--- src/rtl/mux_n_1_pipe_pkg.sv ---
// Shared helpers for the parametrised datapath muxes: select-width sizing and
// the flattened-bus convention (input i lives at bits [i*WIDTH +: WIDTH]).
package mux_n_1_pipe_pkg;

  function automatic int clog2(input int n);
    int r;
    r = 0;
    for (int v = 1; v < n; v = v << 1) r++;
    return r;
  endfunction

  function automatic int slice_lo(input int idx, input int width);
    return idx * width;
  endfunction

endpackage

--- src/rtl/mux_n_1.sv ---
// Combinational N:1 mux over a flattened bus; an out-of-range select yields
// zero data with err set.
module mux_n_1
  import mux_n_1_pipe_pkg::*;
#(
  parameter int WIDTH  = 32,
  parameter int NUM_IN = 4,
  localparam int SEL_W = clog2(NUM_IN)
) (
  input  logic [NUM_IN*WIDTH-1:0] d,
  input  logic [SEL_W-1:0]        sel,
  output logic [WIDTH-1:0]        y,
  output logic                    err
);

  always_comb begin
    // NOTE: defaults assigned before the loop so every path drives y/err and no latch is inferred.
    y   = '0;
    err = 1'b1;
    for (int i = 0; i < NUM_IN; i++) begin
      if (sel == SEL_W'(i)) begin
        y   = d[slice_lo(i, WIDTH) +: WIDTH];
        err = 1'b0;
      end
    end
  end

endmodule

--- src/rtl/mux_n_1_pipe.sv ---
// Registered N:1 mux with valid/ready handshake and a one-entry skid buffer,
// so in_ready never depends combinationally on out_ready.
module mux_n_1_pipe
  import mux_n_1_pipe_pkg::*;
#(
  parameter int WIDTH  = 32,
  parameter int NUM_IN = 4,
  parameter int SEL_W  = clog2(NUM_IN)
) (
  input  logic                    clk,
  input  logic                    rst,
  input  logic [NUM_IN*WIDTH-1:0] d,
  input  logic [SEL_W-1:0]        sel,
  input  logic                    in_valid,
  output logic                    in_ready,
  output logic [WIDTH-1:0]        out,
  output logic                    out_err,
  output logic                    out_valid,
  input  logic                    out_ready
);

  logic [WIDTH-1:0] mux_y;
  logic             mux_err;
  logic [WIDTH-1:0] sk_data;
  logic             sk_err;
  logic             skid_valid;
  logic             in_ready_q;
  logic             accept;
  logic             drain;

  mux_n_1 #(
    .WIDTH  (WIDTH),
    .NUM_IN (NUM_IN)
  ) u_mux (
    .d   (d),
    .sel (sel),
    .y   (mux_y),
    .err (mux_err)
  );

  assign in_ready = in_ready_q;
  assign accept   = in_valid && in_ready_q;
  assign drain    = !out_valid || out_ready;

  // NOTE: sequential state uses non-blocking assignments so every flop samples pre-edge values.
  always_ff @(posedge clk) begin
    if (rst) begin
      out        <= '0;
      out_err    <= 1'b0;
      out_valid  <= 1'b0;
      skid_valid <= 1'b0;
      in_ready_q <= 1'b1;
    end else begin
      if (drain && skid_valid) begin
        out        <= sk_data;
        out_err    <= sk_err;
        out_valid  <= 1'b1;
        skid_valid <= 1'b0;
        in_ready_q <= 1'b1;
      end else if (drain && accept) begin
        out       <= mux_y;
        out_err   <= mux_err;
        out_valid <= 1'b1;
      end else if (drain) begin
        out_valid <= 1'b0;
      end

      if (!drain && accept) begin
        skid_valid <= 1'b1;
        in_ready_q <= 1'b0;
      end
    end
  end

  // NOTE: skid payload has no reset; skid_valid alone qualifies it.
  always_ff @(posedge clk) begin
    if (!drain && accept) begin
      sk_data <= mux_y;
      sk_err  <= mux_err;
    end
  end

endmodule

--- config.mk ---
export PLATFORM = sky130hd
export DESIGN_NAME = mux_n_1_pipe
export DESIGN_NICKNAME = d
export VERILOG_FILES = /design/src/rtl/mux_n_1_pipe_pkg.sv /design/src/rtl/mux_n_1.sv /design/src/rtl/mux_n_1_pipe.sv
export SDC_FILE = /design/constraint.sdc
export NUM_CORES = 1
export LEC_CHECK = 0
export CORE_ASPECT_RATIO = 2
export CORE_MARGIN = 2
export CORE_UTILIZATION = 41
export CTS_CLUSTER_DIAMETER = 60
export DETAILED_ROUTE_END_ITERATION = 12
export GPL_ROUTABILITY_DRIVEN = 1
export PLACE_DENSITY_LB_ADDON = 0.08
export SYNTH_ARGS = -nofsm -noshare
export SYNTH_HDL_FRONTEND = slang
export SYNTH_SLANG_ARGS = --single-unit
--- constraint.sdc ---
create_clock -name clk -period 4.4 [get_ports clk]
set_input_delay 1.1 -clock clk [delete_from_list [all_inputs] [get_ports clk]]
set_output_delay 1.1 -clock clk [all_outputs]
set_load 0.02 [all_outputs]
# ---- Word level (Yosys, flattened, before mapping)
# Cells that the tools add are included.
dict set report op_classes {
  n_eq_ne 3
  muxes 19
  n_reduce_logical 11
}
# op n
set op_table {}
lappend op_table {{32-bit 2-to-1 mux} 6}
lappend op_table {{1-bit 2-to-1 mux} 13}
lappend op_table {{2-bit equality test, second input constant} 2}
lappend op_table {{1-bit logical AND} 4}
lappend op_table {{2-bit nonzero test} 2}
lappend op_table {{3-bit nonzero test} 1}
lappend op_table {{2-bit by 1-bit equality test with 1-bit output, second input constant} 1}
lappend op_table {{1-bit logical NOT} 2}
lappend op_table {{2-bit logical NOT} 1}
lappend op_table {{1-bit logical OR} 1}
dict set report totals {
  register_bits 69
  input_bits 134
  output_inout_bits 35
  elab_cells 40
}

# ---- Logic depth before layout (Yosys ltp)
dict set report logic_depth {
  word_depth 7
  ltp_mapped 6
  depth_no_buf 4
}

# ---- Hierarchy
# A second synthesis with hierarchy kept.
dict set report hier_totals {
  cells_unflattened 240
  hier_area_um2 3619.7
}
# mod instances cells_per_inst area_per_inst_um2 seq_area_each_um2
set modules_own_cells {}
lappend modules_own_cells {mux_n_1_pipe 1 199 2793.9 1711.6}
lappend modules_own_cells {mux_n_1 1 41 825.8 0.0}

# ---- Least setup slack after synthesis
# Ideal clock, no wire load.
dict set report synth_timing {
  path_kind {in2reg}
  start {in out_ready}
  end {reg sk_data[0], enable pin}
  setup_ns 0.423
  arrival_time_ns 2.968
  t_required_ns 3.977
  slack_ns 1.009
  cell_stages 4
  path_buffers 2
  path_cell_list {nand2b_1 buf_2 buf_2 nor2_1}
}
dict set report synth_between {
  elab_chain_len 3
}
# item line_no
set synth_rtl {}
lappend synth_rtl {{start, declared} mux_n_1_pipe.sv:19} ;# input logic out_ready
lappend synth_rtl {{1-bit logical OR} mux_n_1_pipe.sv:43} ;# assign drain = !out_valid || out_ready;
lappend synth_rtl {{1-bit logical NOT} mux_n_1_pipe.sv:77} ;# if (!drain && accept) begin
lappend synth_rtl {{1-bit logical AND} mux_n_1_pipe.sv:77}
lappend synth_rtl {{end signal, assigned} mux_n_1_pipe.sv:78} ;# sk_data <= mux_y;
lappend synth_rtl {{end, declared} mux_n_1_pipe.sv:24} ;# logic [WIDTH-1:0] sk_data;
# Every way passes these cells.
# A chain may end at the register's enable or synchronous reset.

# ---- Worst setup path after layout
dict set report layout_timing {
  start {in out_ready}
  end {reg out[23]}
}
dict set report layout_between {
  elab_chain_len 3
  word_cells_on_any_way 5
  cone_classes {1 x mux; 4 x reduce/logical}
}
# item line_no
set layout_rtl {}
lappend layout_rtl {{1-bit logical OR *} mux_n_1_pipe.sv:43}
lappend layout_rtl {{1-bit logical AND, on equally long branches} {mux_n_1_pipe.sv:54, mux_n_1_pipe.sv:60}}
lappend layout_rtl {{32-bit 2-to-1 mux or 2-bit nonzero test (tied branches)} --}
lappend layout_rtl {{end signal, assigned} mux_n_1_pipe.sv:55} ;# out <= sk_data;
lappend layout_rtl {{end signal, assigned} mux_n_1_pipe.sv:61} ;# out <= mux_y;
lappend layout_rtl {{end, declared} mux_n_1_pipe.sv:16} ;# output logic [WIDTH-1:0] out,
# Every way passes the cells marked *; elsewhere a longest branch is shown, timed or not.

==> impl_metrics.toml <==
[clock_tree]
clkTransAtPathRegs_ps = 50
cts.path.max_buffers = 2
cts_root_buf = "clkbuf_16"
hold_buffers = 0
tritoncts = "yes"
postCtsSetupBuffers = 0
clock_latency_ps = 320
cts_resized = 0
clock-sinks = 69
cts-htree-levels = 3
numCtsBuffers = 9

[sta]
fin_ws_ps = 1535
finalSetupViolations = 0
drv_slew = 0
fmax_mhz = 349.0
worst_slew_pin_slew_ps = 1106
fin_tns_setup_ps = 0
grt_setup_unrepaired = "false"
period_needed_ps = 2865
slew_headroom = 0.2628
holdWs_ps = 486.2
final_hold_viol_count = 0
clock_skew_ps = 3.078
fin_crit_sh = 0.6512

[placement]
port_buffers = 168
place.gp.congestion = 0.7160
dp_hpwl_um = 6668
place_ws_ps = 1179

[setup_path]
arrival_ps = 3130
critical_path_class = "in -> reg"
cp_num_cells = 5
crit_required_ps = 4670
r2r_slack_ps = 2340
max_stage_delay_ps = 790
critPathMaxFanout = 35
crit_chain = "clkdlybuf4s50_1 > nor2b_4 > nor4_4 > buf_4 > a21o_1"
r2r_end = "out[23]"
crit_family = "simple AND/OR/NAND/NOR gates"
cp_slowest_cell = "nor4_4"
critPathCaptureType = "register"
rr_worst_depth = 3
r2r-start = "skid_valid"
crit_buf_inv = 2
critPathLaunchType = "primary input"

[synthesis]
synth_cell_type_count = 23
syn_nets = 439
seq_area_frac_synth = 0.4802
syn-cell-area_um2 = 3565
synthCells = 305
ys.flop_type = "dfxtp_1"
ys_seq_elements = 69
synth_edf_count = 33
yosys_warnings = 0
synth_area_per_cell_um2 = 11.69
async_flop_share = 0

[drt]
num_vias = 3190
detail-route-antenna-nets = 0
initialDrtViolationCount = 206
drc = 0
wl_per_cell_um = 17.64
firstDrtPassIters = 5
wirelength_um = 9911
vias_per_cell = 5.676

[global_routing]
grt_pass1_wl_um = 15920
grt_max_degree = 38
overflow = 0
grt_pass1_vias = 3343
grt_use_total = 0.2139
antenna_found_initial = 0

[die]
coreArea_um2 = 8528
die_h_um = 135.9
ios = 169
dieArea_um2 = 9501
row_count = 48
start_util = 0.4180
die_w_um = 69.93

[worst_hold_path]
holdPathStages = 2
whs_endpoint = "out_err"
min_from = "out_err"
holdCritPathClass = "reg -> reg"

[final_layout]
area_delta_synth_final_pct = 54.86
n_antenna_cell = 0
num-nets-final = 591
drive_above_1_share = 0.1255
fillers = 698

[job]
maxCapViolations = 0

[power_and_ir_drop]
ir_drop_mv = 0.1945
p_leak_nw = 2.063
power_density_nw_per_um2 = 335.5

[run_status]
status = "finished clean"
==> cell usage after synthesis, types with 2 or more instances <==
| cell type | instances | area [um^2] |
|---|---|---|
| dfxtp_1 | 36 | 720.7 |
| a31oi_1 | 32 | 200.2 |
| buf_1 | 2 | 7.510 |
| nand3_1 | 33 | 165.2 |
| clkbuf_1 | 4 | 15.01 |
| mux4_2 | 30 | 675.7 |
| mux4_1 | 2 | 52.55 |
| edfxtp_1 | 33 | 991.0 |
| a21o_1 | 32 | 240.2 |
| buf_2 | 19 | 95.09 |
| a21oi_1 | 4 | 20.02 |
| buf_12 | 3 | 60.06 |
| nand2_1 | 65 | 244.0 |
==> stage by stage <==
stage	power (mW)	utilization	area [um^2]	instances
2_1_floorplan	0.9330	-	3565	305
3_3_place_gp	1.127	0.6108	5209	546
3_5_place_dp	1.136	0.6108	5209	546
4_1_cts	1.870	0.6473	5520	562
5_1_grt	1.922	0.6473	5520	562
6_report	1.852	0.6473	5520	562
==> layer usage <==
metal,GRT usage,vias to the layer above,wire [um]
li1,-,1470,-
met1,0.2516,1555,3582
met2,0.3847,150,5410
met3,0.03781,15,701
met4,0.08120,0,216
met5,0,-,0
==> area by class of cell <==
class	count	area, um^2	area share
clock buffer	12	266.5	0.04828
timing repair buffer	170	1682	0.3046
clock inverter	4	45.04	0.008160
multi-input combinational	207	1689	0.3060
tap	100	125.1	0.02267
sequential	69	1713	0.3103
==> cell families (layout without fill, tap and decap cells) <==
logic type | after synthesis | after routing | share of synthesized area
multiplexers | 32 | 32 | 0.2043
buffers and inverters | 29 | 186 | 0.05300
other | 1 | 1 | 0.001052
flip-flops | 69 | 69 | 0.4802
AND/OR/NAND/NOR | 104 | 104 | 0.1285
AO/OA/AOI/OAI | 70 | 70 | 0.1330
==> worst max path at each step <==
stage	to	startpoint	slack [ps]
final	out[23]	out_ready	1530
after global routing	out[20]	out_ready	1410
after CTS	out[23]	out_ready	1510
after detailed placement	out[23]	out_ready	1180
after global placement	out[21]	out_ready	1220
after floorplan	sk_data[0]	out_ready	1010
==> flip-flops by register name, summed over array words and instances (netlist names) <==
signal      cells
in_ready        1
skid_valid      1
out            32
sk_data        32
out_err         1
out_valid       1
sk_err          1
==> where the power goes <==
group | switching [mW] | internal, mW | total [mW]
sequential | 0.0266 | 0.717 | 0.744
clock | 0.250 | 0.481 | 0.731
combinational | 0.152 | 0.225 | 0.377
total | 0.429 | 1.42 | 1.85
==> cell usage in the layout, fill, tap and decap left out, drive strengths merged <==
master and instances:
or2 1, mux4 32, edfxtp 33, nand2b 1, clkinv 3, nor2 1
clkdlybuf4s50 165, a21oi 5, dfxtp 36, a31oi 32, a21o 32, clkbuf 12
nor3 1, nand3 33, nor4 1, buf 5, bufinv 1, nand2 65
conb 1, nor2b 1, o21ai 1
==> worst min-delay path, stage by stage (launching register included) <==
cell and delay (ps):
dfxtp_1 310, o21ai_0 70, a21oi_1 60
No activity file was read; power rests on OpenSTA's default activity.
